==> config.mk <==
export PLATFORM = sky130hd
export DESIGN_NAME = muldiv_seq
export DESIGN_NICKNAME = d
export VERILOG_FILES = /design/src/rtl/muldiv_seq.sv
export SDC_FILE = /design/constraint.sdc
export NUM_CORES = 1
export LEC_CHECK = 0
export CORE_UTILIZATION = 50
export CTS_BUF_LIST = sky130_fd_sc_hd__clkbuf_2
export DETAILED_ROUTE_END_ITERATION = 6
export PLACE_DENSITY = 0.71
export SLEW_MARGIN = 20
export SYNTH_ARGS = -nofsm -noshare
export SYNTH_HDL_FRONTEND = slang
export SYNTH_SLANG_ARGS = --single-unit
==> constraint.sdc <==
create_clock -name clk_i -period 32.6 [get_ports clk_i]
set_clock_uncertainty 0.2 [all_clocks]
set_input_delay 8.15 -clock clk_i [delete_from_list [all_inputs] [get_ports clk_i]]
set_output_delay 8.15 -clock clk_i [all_outputs]
set_load 0.005 [all_outputs]
==> src/rtl/muldiv_seq.sv <==
// Iterative multiply/divide sequencer (MUL/MULU/DIV/DIVU) beside the EX-stage ALU.
// Latency: start sampled at edge 0 -> done_o in cycle WIDTH+2 (early-out MUL: RUN length + 2).
// Backpressure: busy_o stalls the pipeline while working; start_i is ignored while busy_o=1.
//
// Ports:
//   clk_i, rst_i         clock (rising edge), asynchronous active-high reset
//   start_i, op_i        request and opcode (0=MUL 1=MULU 2=DIV 3=DIVU), accepted in IDLE/DONE
//   a_i, b_i             multiplicand/dividend, multiplier/divisor, captured with start_i
//   flush_i              abort the current op; also blocks a same-cycle start
//   busy_o               high in PREP/RUN/FIX
//   done_o               one-cycle pulse in DONE; hi_o/lo_o/dbz_o valid
//   hi_o, lo_o           product high/low word, or remainder/quotient
//   dbz_o                the divide just finished had a zero divisor
//
// Optional feature: define MULDIV_EARLY_OUT_EN to let MUL/MULU leave RUN as soon
// as the remaining multiplier bits are all zero. Divides always take WIDTH cycles.
module muldiv_seq #(
  parameter int WIDTH = 32,
  parameter int CNT_W = 6
) (
  input  logic             clk_i,
  input  logic             rst_i,
  input  logic             start_i,
  input  logic [1:0]       op_i,
  input  logic [WIDTH-1:0] a_i,
  input  logic [WIDTH-1:0] b_i,
  input  logic             flush_i,
  output logic             busy_o,
  output logic             done_o,
  output logic [WIDTH-1:0] hi_o,
  output logic [WIDTH-1:0] lo_o,
  output logic             dbz_o
);

  typedef enum logic [2:0] {
    S_IDLE = 3'd0,
    S_PREP = 3'd1,
    S_RUN  = 3'd2,
    S_FIX  = 3'd3,
    S_DONE = 3'd4
  } state_t;

  state_t             state_q, state_d;
  logic [1:0]         op_q, op_d;
  logic [WIDTH-1:0]   a_q, a_d;          // raw operands as captured with start_i
  logic [WIDTH-1:0]   b_q, b_d;
  logic [CNT_W-1:0]   cnt_q, cnt_d;
  logic               neg_res_q, neg_res_d;  // operand signs differ
  logic               neg_a_q, neg_a_d;      // dividend was negative
  // shf: MUL = multiplicand shifted left each step; DIV = divisor in the low word.
  logic [2*WIDTH-1:0] shf_q, shf_d;
  // mplr: MUL = multiplier shifted right; DIV = dividend bits shifting out, quotient shifting in.
  logic [WIDTH-1:0]   mplr_q, mplr_d;
  // acc: MUL = running product; DIV = partial remainder in the low WIDTH+1 bits.
  logic [2*WIDTH-1:0] acc_q, acc_d;
  logic [WIDTH-1:0]   hi_q, hi_d;
  logic [WIDTH-1:0]   lo_q, lo_d;
  logic               dbz_q, dbz_d;

  // Operand conditioning. Negating the most negative value yields the same bit
  // pattern, which read as unsigned is exactly its magnitude 2**(WIDTH-1).
  logic             is_signed, is_div, a_neg, b_neg;
  logic [WIDTH-1:0] a_mag, b_mag;
  assign is_signed = ~op_q[0];
  assign is_div    = op_q[1];
  assign a_neg     = is_signed & a_q[WIDTH-1];
  assign b_neg     = is_signed & b_q[WIDTH-1];
  assign a_mag     = a_neg ? -a_q : a_q;
  assign b_mag     = b_neg ? -b_q : b_q;

  // Restoring divide step: bring down the next dividend bit and try to subtract.
  // One extra bit on the difference acts as the borrow out.
  logic [WIDTH:0]   rem_sh;
  logic [WIDTH+1:0] div_diff;
  logic             div_ge;
  assign rem_sh   = {acc_q[WIDTH-1:0], mplr_q[WIDTH-1]};
  assign div_diff = {1'b0, rem_sh} - {2'b00, shf_q[WIDTH-1:0]};
  assign div_ge   = ~div_diff[WIDTH+1];

  logic last_cnt, mul_last;
  assign last_cnt = (cnt_q == CNT_W'(WIDTH - 1));
`ifdef MULDIV_EARLY_OUT_EN
  // Stop once no set multiplier bits remain after this step.
  assign mul_last = last_cnt | (mplr_q[WIDTH-1:1] == '0);
`else
  assign mul_last = last_cnt;
`endif

  // Sign fix-up of the finished magnitudes.
  logic [2*WIDTH-1:0] prod_fix;
  logic [WIDTH-1:0]   rem_mag, quot_fix, rem_fix;
  logic               div_zero;
  assign prod_fix = neg_res_q ? -acc_q : acc_q;
  assign rem_mag  = acc_q[WIDTH-1:0];
  assign quot_fix = neg_res_q ? -mplr_q : mplr_q;
  assign rem_fix  = neg_a_q ? -rem_mag : rem_mag;
  assign div_zero = (shf_q[WIDTH-1:0] == '0);

  logic accept;
  assign accept = start_i & ~flush_i & ((state_q == S_IDLE) | (state_q == S_DONE));

  always_comb begin
    state_d   = state_q;
    op_d      = op_q;
    a_d       = a_q;
    b_d       = b_q;
    cnt_d     = cnt_q;
    neg_res_d = neg_res_q;
    neg_a_d   = neg_a_q;
    shf_d     = shf_q;
    mplr_d    = mplr_q;
    acc_d     = acc_q;
    hi_d      = hi_q;
    lo_d      = lo_q;
    dbz_d     = dbz_q;

    if (accept) begin
      op_d = op_i;
      a_d  = a_i;
      b_d  = b_i;
    end

    case (state_q)
      S_IDLE: begin
        if (accept) state_d = S_PREP;
      end

      S_PREP: begin
        if (flush_i) begin
          state_d = S_IDLE;
        end else begin
          state_d   = S_RUN;
          cnt_d     = '0;
          neg_res_d = a_neg ^ b_neg;
          neg_a_d   = a_neg;
          acc_d     = '0;
          if (is_div) begin
            shf_d  = {{WIDTH{1'b0}}, b_mag};
            mplr_d = a_mag;
          end else begin
            shf_d  = {{WIDTH{1'b0}}, a_mag};
            mplr_d = b_mag;
          end
        end
      end

      S_RUN: begin
        if (flush_i) begin
          state_d = S_IDLE;
        end else begin
          cnt_d = cnt_q + CNT_W'(1);
          if (is_div) begin
            acc_d  = {{(WIDTH-1){1'b0}}, (div_ge ? div_diff[WIDTH:0] : rem_sh)};
            mplr_d = {mplr_q[WIDTH-2:0], div_ge};
            if (last_cnt) state_d = S_FIX;
          end else begin
            if (mplr_q[0]) acc_d = acc_q + shf_q;
            shf_d  = shf_q << 1;
            mplr_d = mplr_q >> 1;
            if (mul_last) state_d = S_FIX;
          end
        end
      end

      S_FIX: begin
        if (flush_i) begin
          state_d = S_IDLE;
        end else begin
          state_d = S_DONE;
          if (is_div) begin
            // Zero divisor: the restoring loop leaves the dividend magnitude as the
            // remainder, so re-signing it returns the dividend as given.
            lo_d  = div_zero ? {WIDTH{1'b1}} : quot_fix;
            hi_d  = rem_fix;
            dbz_d = div_zero;
          end else begin
            lo_d  = prod_fix[WIDTH-1:0];
            hi_d  = prod_fix[2*WIDTH-1:WIDTH];
            dbz_d = 1'b0;
          end
        end
      end

      S_DONE: begin
        state_d = accept ? S_PREP : S_IDLE;
      end

      default: state_d = S_IDLE;
    endcase
  end

  always_ff @(posedge clk_i or posedge rst_i) begin
    if (rst_i) begin
      state_q   <= S_IDLE;
      op_q      <= '0;
      a_q       <= '0;
      b_q       <= '0;
      cnt_q     <= '0;
      neg_res_q <= 1'b0;
      neg_a_q   <= 1'b0;
      shf_q     <= '0;
      mplr_q    <= '0;
      acc_q     <= '0;
      hi_q      <= '0;
      lo_q      <= '0;
      dbz_q     <= 1'b0;
    end else begin
      state_q   <= state_d;
      op_q      <= op_d;
      a_q       <= a_d;
      b_q       <= b_d;
      cnt_q     <= cnt_d;
      neg_res_q <= neg_res_d;
      neg_a_q   <= neg_a_d;
      shf_q     <= shf_d;
      mplr_q    <= mplr_d;
      acc_q     <= acc_d;
      hi_q      <= hi_d;
      lo_q      <= lo_d;
      dbz_q     <= dbz_d;
    end
  end

  assign busy_o = (state_q == S_PREP) | (state_q == S_RUN) | (state_q == S_FIX);
  assign done_o = (state_q == S_DONE);
  assign hi_o   = hi_q;
  assign lo_o   = lo_q;
  assign dbz_o  = dbz_q;

endmodule
=== Yosys cells after proc, flatten, opt, wreduce, memory -nomap -nowiden ===
Cells that the tools add are included.

* Flip-flop bits (word level): 302
* Input bits: 70
* Logic and storage cells: 87
* Output and inout bits: 67

* Bitwise gates (word level): 11
* Equal/unequal tests: 11
* Reduce and logical (&&, ||, !) cells: 9
* Muxes and demuxes: 35
* Add/subtract/negate cells: 8

{| class="wikitable"
|+ Operators with widths
! kind !! count
|-
| two-way mux 64 bit || 8
|-
| two-way mux 32 bit || 12
|-
| one-hot mux 64 bit (2 select lines) || 2
|-
| negation 32 bit || 4
|-
| adder 64 bit || 1
|-
| negation 64 bit || 1
|-
| one-hot mux 32 bit (2 select lines) || 1
|-
| subtractor 33 x 32 -> 34 bit || 1
|-
| two-way mux 33 bit || 1
|-
| logical NOT 32 bit || 1
|-
| one-hot mux 3 bit (5 select lines) || 1
|-
| two-way mux 3 bit || 4
|-
| two-way mux 6 bit || 2
|-
| one-hot mux 6 bit (2 select lines) || 1
|-
| != test 2 bit (second input constant) || 4
|-
| AND reduction 4 bit || 2
|-
| adder 6 x 1 -> 6 bit (second input constant) || 1
|-
| equality test 3 x 2 -> 1 bit (second input constant) || 2
|-
| equality test 6 x 5 -> 1 bit (second input constant) || 1
|-
| != test 3 bit (second input constant) || 2
|-
| AND reduction 2 bit || 3
|-
| AND 1 bit || 4
|-
| equality test 3 x 1 -> 1 bit (second input constant) || 1
|-
| equality test 3 bit (second input constant) || 1
|-
| 8 further kinds || 13
|}

=== Logic depth before layout (Yosys ltp) ===
Gate-level depths: netlist of run 1.

* Depth in word-level cells: 6
* Mapped depth: 15
* Mapped depth without buffers: 13

=== Worst setup path before layout of run 1 ===
No wires, ideal clock.

* Path type: in2reg
* Start: input flush_i
* End: register a_q[10]
* Setup slack: 22463 ps
* Path buffers: 2
* Setup time: 125 ps
* Arrival: 9812 ps
* Required time: 32275 ps
* Cell stages on the path: 4
* Path through: clkbuf_1 nor4b_1 clkbuf_1 mux2_2

* Word-level cells in the longest chain between the ends: 3

{| class="wikitable"
|+ RTL lines
! what !! line !! RTL
|-
| from (decl) || 27 || <nowiki>input logic flush_i,</nowiki>
|-
| NOT 1 bit (no source line) || -- ||
|-
| AND 1 bit (2 in series) || 100 || <nowiki>assign accept = start_i & ~flush_i & ((state_q == S_IDLE) | (state_q == S_DONE));</nowiki>
|-
| to (signal assigned) || 196 || <nowiki>a_q <= '0;</nowiki>
|-
| to (signal assigned) || 210 || <nowiki>a_q <= a_d;</nowiki>
|-
| to (decl) || 45 || <nowiki>logic [WIDTH-1:0] a_q, a_d;</nowiki>
|}

Every way passes these cells.
A chain may end at the register's enable or synchronous reset.

=== Final worst setup path of run 1 ===
* Start: register state_q[1]
* End: output done_o

* Word-level cells in the longest chain between the ends: 1

{| class="wikitable"
|+ RTL lines
! what !! line !! RTL
|-
| from (decl) || 43 || <nowiki>state_t state_q, state_d;</nowiki>
|-
| from (signal assigned) || 208 || <nowiki>state_q <= state_d;</nowiki>
|-
| equality test 3 bit || 225 || <nowiki>assign done_o = (state_q == S_DONE);</nowiki>
|-
| to (decl) || 29 || <nowiki>output logic done_o,</nowiki>
|}

Every way passes these cells.

==> impl_metrics.prom, run 1 <==
# TYPE chip_impl_metric gauge
chip_impl_metric{name="critical_path_required",unit="ns"} 24.25
chip_impl_metric{name="fp.dieH",unit="µm"} 214
chip_impl_metric{name="mappedNetlistNets",unit=""} 2877
chip_impl_metric{name="async_flop_share",unit=""} 1.00
chip_impl_metric{name="finalSetupViolations",unit=""} 0
chip_impl_metric{name="initialDrtViolationCount",unit=""} 1971
chip_impl_metric{name="synth-warning-count",unit=""} 0
chip_impl_metric{name="setup-tns-final",unit="ns"} 0
chip_impl_metric{name="globalRoute.totalOverflow",unit=""} 0
chip_impl_info{name="startpoint_of_the_most_critical_setup_path",value="state_q[1]$_DFFE_PP0P_"} 1
chip_impl_info{name="synth_top_area_cell",value="sky130_fd_sc_hd__dfrtp_1"} 1
chip_impl_metric{name="instances_no_fill",unit=""} 3417
chip_impl_info{name="tritoncts_clock_tree",value="yes"} 1
chip_impl_metric{name="period_minus_slack",unit="ns"} 10.81
chip_impl_metric{name="ctsResizeCount",unit=""} 0
chip_impl_metric{name="grt_start_max_net_pins",unit=""} 144
chip_impl_metric{name="worstPathArrival",unit="ns"} 2.46
chip_impl_info{name="outcome",value="complete, but fails checks"} 1
chip_impl_metric{name="crit_path_max_fanout",unit=""} 8
chip_impl_metric{name="fp.dieArea",unit="µm²"} 46000
chip_impl_info{name="path_cells",value="nor2_1 -> and2_1 -> clkdlybuf4s50_1"} 1
chip_impl_metric{name="detail_route.drc_violations",unit=""} 1
chip_impl_metric{name="power_density",unit="nW/µm²"} 89.6
chip_impl_metric{name="floorplan.initialDensity",unit=""} 0.508
chip_impl_info{name="reg2reg_from",value="acc_q[2]$_DFFE_PP0P_"} 1
chip_impl_metric{name="worst_slew_pin_slew",unit="ns"} 0.970
chip_impl_metric{name="timing.final.max_slew_violations",unit=""} 0
chip_impl_metric{name="number_of_buffers_added_to_fix_hold_violations_after_cts",unit=""} 0
chip_impl_info{name="crit_path_start_kind",value="register"} 1
chip_impl_info{name="violations",value="design-rule violations"} 1
chip_impl_metric{name="critical_path.max_stage_delay",unit="ns"} 0.53
chip_impl_metric{name="die_x",unit="µm"} 214
chip_impl_metric{name="tritoncts.num_buffers",unit=""} 84
chip_impl_metric{name="drive_above_1_share",unit=""} 0.0939
chip_impl_info{name="cp-end-kind",value="output pin"} 1
chip_impl_metric{name="rows",unit=""} 77
chip_impl_metric{name="top_level_ports",unit=""} 137
chip_impl_metric{name="worst_slew_margin_rel",unit=""} 0.337
chip_impl_info{name="cpMaxStageDelayCell",value="sky130_fd_sc_hd__dfrtp_1"} 1
chip_impl_metric{name="fillCellCount",unit=""} 4106
chip_impl_metric{name="postSynthCellCount",unit=""} 2705
chip_impl_info{name="layout_commonest_cell",value="sky130_fd_sc_hd__nand2_1"} 1
chip_impl_metric{name="grt_pass1_vias",unit=""} 20100
chip_impl_metric{name="grt_first_pass_wirelength",unit="mm"} 111
chip_impl_metric{name="synth-seq-cells",unit=""} 302
chip_impl_info{name="synth_top_cells_by_area",value="sky130_fd_sc_hd__dfrtp_1 33%, sky130_fd_sc_hd__xnor2_1 6.2%, sky130_fd_sc_hd__o21ai_0 5.9%"} 1
chip_impl_info{name="worst_setup_path_endpoint",value="done_o"} 1
chip_impl_metric{name="maxcap_viol_count",unit=""} 0
chip_impl_metric{name="placedCellCount",unit=""} 3271
chip_impl_metric{name="sequential_share_of_the_synthesized_area",unit=""} 0.335
chip_impl_info{name="rsz0062_at_grt",value="no"} 1
chip_impl_metric{name="ant_nets",unit=""} 0
chip_impl_metric{name="detail_route.first_pass.iterations",unit=""} 7
chip_impl_metric{name="post-cts-setup-buffer-count",unit=""} 0
chip_impl_metric{name="number_of_flops_mapped_to_enable_cells_by_yosys",unit=""} 0
chip_impl_metric{name="leakagePower",unit="nW"} 11.1
chip_impl_metric{name="ir_drop",unit="mV"} 0.0436
chip_impl_metric{name="dr_total_vias",unit=""} 21100
chip_impl_metric{name="synth_largest_type_area_fraction",unit=""} 0.335
chip_impl_metric{name="max_freq",unit="MHz"} 92.5
chip_impl_metric{name="port_buffers",unit=""} 136
chip_impl_metric{name="cts-root-to-sink-buffers",unit=""} 3
chip_impl_metric{name="finalWirelength",unit="mm"} 70.5
chip_impl_metric{name="critPathBufInv",unit=""} 1
chip_impl_metric{name="grt_use_total",unit=""} 0.305
chip_impl_metric{name="yosys.cell_types.count",unit=""} 79
chip_impl_metric{name="cts.sink_count",unit=""} 302
chip_impl_metric{name="hold_ws",unit="ns"} 0.279
chip_impl_info{name="yosys_most_used_dff",value="sky130_fd_sc_hd__dfrtp_1"} 1
chip_impl_metric{name="synth_area_per_cell",unit="µm²"} 8.34
chip_impl_metric{name="drt-vias-per-instance",unit=""} 6.18
chip_impl_metric{name="reg2reg_setup_slack",unit="ns"} 27.47
chip_impl_metric{name="fp.coreArea",unit="µm²"} 44400
chip_impl_info{name="timing.hold.worst.class",value="reg -> reg"} 1
chip_impl_metric{name="dp.final_hpwl",unit="mm"} 52.2
chip_impl_info{name="regToRegEndpoint",value="acc_q[27]$_DFFE_PP0P_"} 1
chip_impl_metric{name="final_count_of_hold_timing_violations",unit=""} 0
chip_impl_info{name="final_cell_mix",value="322 x sky130_fd_sc_hd__nand2_1, 300 x sky130_fd_sc_hd__dfrtp_1, 267 x sky130_fd_sc_hd__o21ai_0"} 1
chip_impl_info{name="ctsRootBufferMaster",value="sky130_fd_sc_hd__clkbuf_2"} 1
chip_impl_metric{name="timing.reg2reg.worst_path_depth",unit=""} 12
chip_impl_metric{name="place_congestion",unit=""} 1.01
chip_impl_info{name="timing.setup.critical_path_class",value="reg -> out"} 1
chip_impl_metric{name="area_added_between_synthesis_and_finish",unit="%"} 10.5
chip_impl_metric{name="synthesis.area",unit="µm²"} 22600
chip_impl_metric{name="clock_insertion_delay_worst_skew",unit="ns"} 1.13
chip_impl_info{name="critical-path-top-delay-family",value="flip-flops"} 1
chip_impl_metric{name="nNetsFinal",unit=""} 2937
chip_impl_metric{name="clk_pin_slew",unit="ns"} 0.12
chip_impl_metric{name="cts_htree_levels",unit=""} 3
chip_impl_metric{name="critical_path_depth",unit=""} 3
chip_impl_metric{name="post_drt_wl_per_cell",unit="µm"} 20.6
chip_impl_metric{name="antenna_violations_before_repair",unit=""} 2
chip_impl_metric{name="period_utilisation_layout",unit=""} 0.332
cells in the mapped netlist (20+ instances only):
cell type                  instances
sky130_fd_sc_hd__a21oi_1         228
sky130_fd_sc_hd__clkbuf_1        161
sky130_fd_sc_hd__nor3_1           39
sky130_fd_sc_hd__ha_1            100
sky130_fd_sc_hd__o21ai_1          28
sky130_fd_sc_hd__xnor2_1         159
sky130_fd_sc_hd__a21o_1           60
sky130_fd_sc_hd__a211oi_1         44
sky130_fd_sc_hd__nor2_1          163
sky130_fd_sc_hd__nor4_1           22
sky130_fd_sc_hd__a31oi_1          30
sky130_fd_sc_hd__o22ai_1          24
sky130_fd_sc_hd__a22o_1           39
sky130_fd_sc_hd__dfrtp_1         302
sky130_fd_sc_hd__nand3_1          48
sky130_fd_sc_hd__mux2_2           62
sky130_fd_sc_hd__a22oi_1          23
sky130_fd_sc_hd__nand4_1          32
sky130_fd_sc_hd__or3_1            29
sky130_fd_sc_hd__inv_1            63
sky130_fd_sc_hd__and3_1           20
sky130_fd_sc_hd__o31ai_1          43
sky130_fd_sc_hd__xor2_1           90
sky130_fd_sc_hd__o21ai_0         267
sky130_fd_sc_hd__mux2i_1          62
sky130_fd_sc_hd__nand2_1         323
cell type report:
| cell class | count | area [µm²] | share of cell area |
|---|---|---|---|
| well taps | 592 | 741 | 0.0297 |
| flip-flops and latches | 302 | 7560 | 0.303 |
| clock buffers | 109 | 546 | 0.0219 |
| repair buffers | 158 | 1530 | 0.0615 |
| clock inverters | 34 | 155 | 0.00622 |
| diodes | 3 | 7.51 | 0.000301 |
| inverters | 65 | 256 | 0.0103 |
| multi-input cells | 2154 | 14100 | 0.567 |
worst reg2reg max path, stage by stage, from the launching register on:
cell and delay (ns):
sky130_fd_sc_hd__dfrtp_1 0.62, sky130_fd_sc_hd__ha_1 0.36, sky130_fd_sc_hd__and2_0 0.18, sky130_fd_sc_hd__o21ai_0 0.42, sky130_fd_sc_hd__a311o_1 0.31, sky130_fd_sc_hd__a21oi_1 0.13, sky130_fd_sc_hd__o2111ai_1 0.47, sky130_fd_sc_hd__a31oi_1 0.36
sky130_fd_sc_hd__a31o_2 0.38, sky130_fd_sc_hd__a21boi_4 0.54, sky130_fd_sc_hd__buf_4 0.48, sky130_fd_sc_hd__mux2i_1 0.39, sky130_fd_sc_hd__a31oi_1 0.13
power breakdown:
group	internal, mW	total [mW]	switching, mW
Sequential	0.476	0.647	0.171
Clock	0.0930	0.265	0.172
Combinational	0.538	1.32	0.786
metrics by stage:
step	setup slack, ns	area (µm²)	total power, mW	util
2_1_floorplan	15.90	22600	1.52	-
3_3_place_gp	21.08	24200	1.91	0.545
3_5_place_dp	21.00	24200	1.94	0.545
4_1_cts	21.66	24900	2.21	0.561
5_1_grt	21.62	24900	2.40	0.562
6_report	21.79	24900	2.24	0.562
cell families after synthesis:
kind of cell | Yosys count | synth area share
AOI/OAI and AO/OA | 910 | 0.249
xor gates and xnor gates | 249 | 0.0966
adders and majority gates | 102 | 0.0572
buffers and inverters | 249 | 0.0422
DFF | 302 | 0.335
muxes | 127 | 0.0614
and+or+nand+nor | 766 | 0.158
sequential cells by signal, summed over array words and instances, names as in the netlist:
signal / flops
b_q: 32
hi_o: 32
acc_q: 64
a_q: 32
lo_o: 32
mplr_q: 32
shf_q: 64
neg_a_q: 1
neg_res_q: 1
state_q: 3
cnt_q: 6
dbz_o: 1
op_q: 2
worst min-delay path by stage:
stage                         start                    to  slack [ns]  depth (start not counted)
2_1_floorplan  cnt_q[5]$_DFFE_PP0P_  cnt_q[5]$_DFFE_PP0P_        0.25                          1
3_3_place_gp      dbz_o$_DFFE_PP0P_     dbz_o$_DFFE_PP0P_        0.26                          2
3_5_place_dp    hi_o[3]$_DFFE_PP0P_   hi_o[3]$_DFFE_PP0P_        0.27                          2
4_1_cts        hi_o[13]$_DFFE_PP0P_  hi_o[13]$_DFFE_PP0P_        0.29                          2
5_1_grt        cnt_q[5]$_DFFE_PP0P_  cnt_q[5]$_DFFE_PP0P_        0.32                          1
6_report       hi_o[13]$_DFFE_PP0P_  hi_o[13]$_DFFE_PP0P_        0.28                          2
metal layers:
metal,track usage,vias up,share of wire
li1,-,10000,-
met1,0.408,10100,0.43
met2,0.476,908,0.45
met3,0.0626,156,0.081
met4,0.131,0,0.039
met5,0,-,0
Power figures use the tool's default switching activity.
==> run 2: changes to the inputs <==
PLACE_DENSITY = 0.74   (was 0.71)
clock period = 9.6 ns   (was 32.6 ns; I/O delays follow)
==> impl_metrics.prom, run 2 (same netlist as run 1, synthesis figures left out) <==
# TYPE chip_impl_metric gauge
chip_impl_metric{name="period_minus_slack",unit="ns"} 5.05
chip_impl_metric{name="drt-vias-per-instance",unit=""} 6.22
chip_impl_metric{name="drive_above_1_share",unit=""} 0.0944
chip_impl_metric{name="pre_cts_slack",unit="ns"} 4.15
chip_impl_metric{name="clock_insertion_delay_worst_skew",unit="ns"} 1.12
chip_impl_metric{name="crit_path_max_fanout",unit=""} 8
chip_impl_metric{name="ant_nets",unit=""} 0
chip_impl_metric{name="rows",unit=""} 77
chip_impl_info{name="timing.hold.worst.start",value="hi_o[8]$_DFFE_PP0P_"} 1
chip_impl_metric{name="cts-root-to-sink-buffers",unit=""} 3
chip_impl_metric{name="fp.dieArea",unit="µm²"} 46000
chip_impl_info{name="min_delay_worst_endpoint",value="hi_o[8]$_DFFE_PP0P_"} 1
chip_impl_info{name="regToRegEndpoint",value="acc_q[60]$_DFFE_PP0P_"} 1
chip_impl_metric{name="period_utilisation_layout",unit=""} 0.526
chip_impl_metric{name="setup-tns-final",unit="ns"} 0
chip_impl_metric{name="place_congestion",unit=""} 0.971
chip_impl_metric{name="die_x",unit="µm"} 214
chip_impl_info{name="final_cell_mix",value="323 x sky130_fd_sc_hd__nand2_1, 299 x sky130_fd_sc_hd__dfrtp_1, 267 x sky130_fd_sc_hd__o21ai_0"} 1
chip_impl_metric{name="grt_first_pass_wirelength",unit="mm"} 112
chip_impl_metric{name="critical_path_required",unit="ns"} 7.00
chip_impl_metric{name="timing.reg2reg.worst_path_depth",unit=""} 14
chip_impl_metric{name="fp.coreArea",unit="µm²"} 44400
chip_impl_metric{name="worst_slew_margin_rel",unit=""} 0.271
chip_impl_metric{name="grt_start_max_net_pins",unit=""} 179
chip_impl_metric{name="tritoncts.num_buffers",unit=""} 83
chip_impl_metric{name="nNetsFinal",unit=""} 2939
chip_impl_metric{name="floorplan.initialDensity",unit=""} 0.508
chip_impl_metric{name="top_level_ports",unit=""} 137
chip_impl_metric{name="maxcap_viol_count",unit=""} 0
chip_impl_info{name="violations",value="design-rule violations"} 1
chip_impl_info{name="cp-end-kind",value="output pin"} 1
chip_impl_info{name="ctsRootBufferMaster",value="sky130_fd_sc_hd__clkbuf_2"} 1
chip_impl_info{name="timing.setup.critical_path_class",value="reg -> out"} 1
chip_impl_metric{name="cts_htree_levels",unit=""} 3
chip_impl_metric{name="min_path_cells",unit=""} 2
chip_impl_metric{name="timing.final.max_slew_violations",unit=""} 0
chip_impl_info{name="rsz0062_at_grt",value="no"} 1
chip_impl_metric{name="timing.final.ws_setup",unit="ns"} 4.55
chip_impl_metric{name="finalSetupViolations",unit=""} 0
chip_impl_metric{name="reg2reg_setup_slack",unit="ns"} 4.77
chip_impl_info{name="layout_commonest_cell",value="sky130_fd_sc_hd__nand2_1"} 1
chip_impl_metric{name="ir_drop",unit="mV"} 0.148
chip_impl_metric{name="ctsResizeCount",unit=""} 0
chip_impl_info{name="timing.hold.worst.class",value="reg -> reg"} 1
chip_impl_metric{name="max_freq",unit="MHz"} 198
chip_impl_info{name="tritoncts_clock_tree",value="yes"} 1
chip_impl_metric{name="dr_total_vias",unit=""} 21300
chip_impl_metric{name="grt_use_total",unit=""} 0.306
chip_impl_metric{name="grt_pass1_vias",unit=""} 20000
chip_impl_metric{name="post-cts-setup-buffer-count",unit=""} 0
chip_impl_metric{name="detail_route.drc_violations",unit=""} 2
chip_impl_metric{name="cts.sink_count",unit=""} 302
chip_impl_metric{name="finalWirelength",unit="mm"} 70.7
chip_impl_metric{name="leakagePower",unit="nW"} 11.1
chip_impl_metric{name="worstPathArrival",unit="ns"} 2.45
chip_impl_metric{name="antenna_violations_before_repair",unit=""} 4
chip_impl_metric{name="initialDrtViolationCount",unit=""} 2152
chip_impl_info{name="top_regs",value="acc_q: 64 flops, shf_q: 64 flops"} 1
chip_impl_metric{name="globalRoute.totalOverflow",unit=""} 0
chip_impl_metric{name="final_count_of_hold_timing_violations",unit=""} 0
chip_impl_info{name="crit_path_start_kind",value="register"} 1
chip_impl_metric{name="area_added_between_synthesis_and_finish",unit="%"} 10.8
chip_impl_metric{name="dp.final_hpwl",unit="mm"} 52.4
chip_impl_metric{name="post_drt_wl_per_cell",unit="µm"} 20.7
chip_impl_metric{name="clk_pin_slew",unit="ns"} 0.10
chip_impl_metric{name="postLayoutCoreUtil",unit=""} 0.563
chip_impl_metric{name="instances_no_fill",unit=""} 3415
chip_impl_info{name="outcome",value="complete, but fails checks"} 1
chip_impl_metric{name="fp.dieH",unit="µm"} 214
chip_impl_metric{name="power_density",unit="nW/µm²"} 307
chip_impl_metric{name="port_buffers",unit=""} 136
chip_impl_metric{name="number_of_buffers_added_to_fix_hold_violations_after_cts",unit=""} 0
chip_impl_metric{name="detail_route.first_pass.iterations",unit=""} 7
chip_impl_metric{name="placedCellCount",unit=""} 3274
chip_impl_info{name="reg2reg_from",value="acc_q[0]$_DFFE_PP0P_"} 1
chip_impl_metric{name="worst_slew_pin_slew",unit="ns"} 1.09
-- run 2: metrics by stage --
| stage | power (mW) | cell area, µm² | hold WS [ns] |
|---|---|---|---|
| 6_report | 7.67 | 25000 | 0.286 |
| 2_1_floorplan | 5.15 | 22600 | 0.251 |
| 3_3_place_gp | 6.50 | 24200 | 0.261 |
| 4_1_cts | 7.59 | 25000 | 0.290 |
| 5_1_grt | 8.20 | 25000 | 0.313 |
| 3_5_place_dp | 6.59 | 24200 | 0.270 |
-- run 2: area by class of cell --
type                       instances  area (µm²)
antenna                            4        10.0
clock buffer                     115         576
clock inverter                    22         173
fill                            4146       19400
inverter                          65         248
multi-input combinational       2154       14100
sequential                       302        7560
tap                              592         741
timing repair buffer             161        1560
-- run 2: power by group --
| group | switching, mW | internal [mW] |
|---|---|---|
| clock | 0.568 | 0.402 |
| combinational | 2.63 | 1.84 |
| sequential | 0.622 | 1.62 |
| total | 3.82 | 3.86 |
-- run 2: worst max path at each step --
stage,startpoint,endpoint,depth (start not counted)
after CTS,state_q[0]$_DFFE_PP0P_,done_o,3
after floorplan,rst_i,a_q[0]$_DFFE_PP0P_,1
after global placement,flush_i,acc_q[63]$_DFFE_PP0P_,13
final,state_q[1]$_DFFE_PP0P_,done_o,3
after detailed placement,flush_i,acc_q[63]$_DFFE_PP0P_,13
after global routing,state_q[0]$_DFFE_PP0P_,done_o,3
-- run 2: worst max-delay path, stage by stage, from the launching register on --
cell and delay (ns):
sky130_fd_sc_hd__dfrtp_1 0.52, sky130_fd_sc_hd__nor2_1 0.21, sky130_fd_sc_hd__and2_1 0.15, sky130_fd_sc_hd__clkdlybuf4s50_1 0.51
-- run 2: layer usage --
layer / part of all wire / routed length [µm] / vias to the layer above / global-route usage
met1: 0.44 / 30900 / 10200 / 0.417
met5: 0 / 0 / - / 0
met2: 0.45 / 31700 / 891 / 0.478
met4: 0.040 / 2840 / 0 / 0.128
li1: - / - / 9981 / -
met3: 0.075 / 5300 / 170 / 0.0562
==> run 3: changes to the inputs <==
PLACE_DENSITY = 0.71   (was 0.74)
clock period = 5.2 ns   (was 9.6 ns; I/O delays follow)
==> impl_metrics.prom, run 3 (same netlist as run 1, synthesis figures left out) <==
# TYPE chip_impl_metric gauge
chip_impl_info{name="outcome",value="completed"} 1
chip_impl_info{name="cpMaxStageDelayCell",value="sky130_fd_sc_hd__dfrtp_1"} 1
chip_impl_metric{name="ctsResizeCount",unit=""} 0
chip_impl_metric{name="worstPathArrival",unit="ns"} 5.32
chip_impl_info{name="tritoncts_clock_tree",value="yes"} 1
chip_impl_metric{name="timing.final.ws_setup",unit="ns"} 0.667
chip_impl_metric{name="stdcell_area",unit="µm²"} 25200
chip_impl_info{name="rsz0062_at_grt",value="no"} 1
chip_impl_metric{name="finalSetupViolations",unit=""} 0
chip_impl_metric{name="share_comb_of_total_power",unit=""} 0.591
chip_impl_info{name="ctsRootBufferMaster",value="sky130_fd_sc_hd__clkbuf_2"} 1
chip_impl_metric{name="place_congestion",unit=""} 0.944
chip_impl_metric{name="clk_pin_slew",unit="ns"} 0.10
chip_impl_metric{name="area_added_between_synthesis_and_finish",unit="%"} 11.8
chip_impl_metric{name="postLayoutCoreUtil",unit=""} 0.568
chip_impl_metric{name="storage_element_area",unit="µm²"} 7560
chip_impl_metric{name="tritoncts.num_buffers",unit=""} 87
chip_impl_metric{name="initialDrtViolationCount",unit=""} 2075
chip_impl_metric{name="fp.dieArea",unit="µm²"} 46000
chip_impl_metric{name="critical_path.max_stage_delay",unit="ns"} 0.53
chip_impl_metric{name="worst_slew_margin_rel",unit=""} 0.261
chip_impl_metric{name="critical_path_required",unit="ns"} 5.99
chip_impl_metric{name="grt_pass1_vias",unit=""} 20600
chip_impl_metric{name="power_density",unit="nW/µm²"} 576
chip_impl_metric{name="rows",unit=""} 77
chip_impl_metric{name="fp.dieH",unit="µm"} 214
chip_impl_metric{name="report.power.total",unit="mW"} 14.5
chip_impl_metric{name="grt_first_pass_wirelength",unit="mm"} 118
chip_impl_metric{name="swShare",unit=""} 0.505
chip_impl_info{name="layout_commonest_cell",value="sky130_fd_sc_hd__nand2_1"} 1
chip_impl_metric{name="timing.final.max_slew_violations",unit=""} 0
chip_impl_metric{name="max_freq",unit="MHz"} 221
chip_impl_info{name="timing.hold.worst.class",value="reg -> reg"} 1
chip_impl_metric{name="ant_nets",unit=""} 0
chip_impl_metric{name="ir_drop",unit="mV"} 0.220
chip_impl_metric{name="antenna_violations_before_repair",unit=""} 2
chip_impl_metric{name="internal_power",unit="mW"} 7.19
chip_impl_metric{name="detail_route.drc_violations",unit=""} 0
chip_impl_metric{name="finalWirelength",unit="mm"} 75.3
chip_impl_metric{name="fp.coreArea",unit="µm²"} 44400
chip_impl_metric{name="postPlaceCellArea",unit="µm²"} 24400
chip_impl_info{name="final_cell_mix",value="323 x sky130_fd_sc_hd__nand2_1, 300 x sky130_fd_sc_hd__dfrtp_1, 267 x sky130_fd_sc_hd__o21ai_0"} 1
chip_impl_info{name="timing.setup.critical_path_class",value="reg -> reg"} 1
chip_impl_metric{name="leakagePower",unit="nW"} 11.2
chip_impl_info{name="cp-end-kind",value="register"} 1
chip_impl_metric{name="cts.sink_count",unit=""} 302
chip_impl_metric{name="crit_path_max_fanout",unit=""} 9
chip_impl_metric{name="drt-vias-per-instance",unit=""} 6.22
chip_impl_metric{name="period_minus_slack",unit="ns"} 4.53
chip_impl_metric{name="detail_route.first_pass.iterations",unit=""} 6
chip_impl_metric{name="nNetsFinal",unit=""} 2961
chip_impl_metric{name="number_of_buffers_added_to_fix_hold_violations_after_cts",unit=""} 0
chip_impl_metric{name="top_level_ports",unit=""} 137
chip_impl_metric{name="pre_cts_slack",unit="ns"} 0.715
chip_impl_metric{name="post_drt_wl_per_cell",unit="µm"} 21.9
chip_impl_metric{name="clock_insertion_delay_worst_skew",unit="ns"} 1.11
chip_impl_metric{name="worst_slew_pin_slew",unit="ns"} 1.10
chip_impl_metric{name="globalRoute.totalOverflow",unit=""} 0
chip_impl_metric{name="grt_start_max_net_pins",unit=""} 99
chip_impl_metric{name="dr_total_vias",unit=""} 21400
chip_impl_metric{name="port_buffers",unit=""} 136
chip_impl_metric{name="final_count_of_hold_timing_violations",unit=""} 0
chip_impl_metric{name="multi_input_area",unit="µm²"} 14100
chip_impl_metric{name="dp.final_hpwl",unit="mm"} 56.9
chip_impl_metric{name="cts_htree_levels",unit=""} 3
chip_impl_metric{name="die_x",unit="µm"} 214
chip_impl_metric{name="grt_use_total",unit=""} 0.326
chip_impl_metric{name="floorplan.initialDensity",unit=""} 0.508
chip_impl_metric{name="fillCellCount",unit=""} 4148
chip_impl_metric{name="power.share.sequential",unit=""} 0.280
chip_impl_metric{name="net-switching-power",unit="mW"} 7.35
chip_impl_metric{name="post-cts-setup-buffer-count",unit=""} 0
chip_impl_metric{name="clock_power_share",unit=""} 0.128
chip_impl_metric{name="cts-root-to-sink-buffers",unit=""} 3
chip_impl_info{name="path_common_cell",value="sky130_fd_sc_hd__o211ai_1"} 1
chip_impl_info{name="crit_path_start_kind",value="register"} 1
chip_impl_info{name="path_cells",value="ha_1 -> inv_1 -> fa_1 -> nor2b_1 -> o31ai_1 -> buf_4 -> a31oi_1 -> o211ai_1 -> a211oi_1 -> o211ai_1 -> a211oi_1 -> o211ai_1 -> a2111o_1 -> o211ai_1"} 1
chip_impl_metric{name="maxcap_viol_count",unit=""} 0
chip_impl_metric{name="period_utilisation_layout",unit=""} 0.872
chip_impl_info{name="top_regs",value="acc_q: 64 flops, shf_q: 64 flops"} 1
chip_impl_metric{name="drive_above_1_share",unit=""} 0.104
==> run 3: changes by cell type in the layout (fill, tap and decap cells not counted), sizes merged <==
cell / change
diode: -1
clkinvlp: +1
bufinv: -1
clkinv: +2
buf: +18
clkbuf: +9
inv: +1
==> run 3: metrics by stage <==
stage                     std cells  hold slack [ns]  TNS (ns)
after global placement         3292            0.262         0
final                          3444            0.283         0
after CTS                      3441            0.290         0
after global routing           3444            0.310         0
after detailed placement       3292            0.270         0
after floorplan                2705            0.251    -95.14
==> run 3: final timing paths <==
check / start / endpoint / slack (ns) / depth (start not counted)
setup / recovery: acc_q[0]$_DFFE_PP0P_ / acc_q[60]$_DFFE_PP0P_ / 0.67 / 14
hold / removal: hi_o[13]$_DFFE_PP0P_ / hi_o[13]$_DFFE_PP0P_ / 0.28 / 2
setup reg to reg: acc_q[0]$_DFFE_PP0P_ / acc_q[60]$_DFFE_PP0P_ / 0.67 / 14
hold reg to reg: hi_o[13]$_DFFE_PP0P_ / hi_o[13]$_DFFE_PP0P_ / 0.28 / 2
max in group asynchronous: rst_i / b_q[3]$_DFFE_PP0P_ / 3.23 / 3
min in group asynchronous: rst_i / acc_q[22]$_DFFE_PP0P_ / 0.54 / 2
==> run 3: power groups by stage <==
stage          Clock, mW  Combinational, mW  Sequential (mW)
2_1_floorplan          0               5.90             3.61
3_3_place_gp           0               8.31             4.05
3_5_place_dp           0               8.37             4.08
4_1_cts             1.90               8.42             4.03
5_1_grt             2.03               9.29             4.16
6_report            1.86               8.59             4.08
==> run 3: per-layer routing <==
layer / wire, µm / vias up / GRT usage
li1: - / 10000 / -
met1: 32200 / 10300 / 0.433
met2: 33100 / 909 / 0.497
met3: 6280 / 181 / 0.0759
met4: 3780 / 0 / 0.168
met5: 0 / - / 0
==> run 3: critical path, delay by kind of cell (launching register included) <==
family	cells	cell delay, ns
AO/OA/AOI/OAI	9	2.61
adder cells (fa/ha/maj)	2	0.68
flip-flops	1	0.53
buffers and inverters	2	0.22
AND/OR/NAND/NOR	1	0.18
==> run 3: area by class of cell <==
class,instances,area share
Clock inverter,25,0.00640
Inverter,65,0.00982
Tap cell,592,0.0294
Timing Repair Buffer,179,0.0697
Clock buffer,124,0.0246
Antenna cell,3,0.000298
Sequential cell,302,0.300
Multi-Input combinational cell,2154,0.560
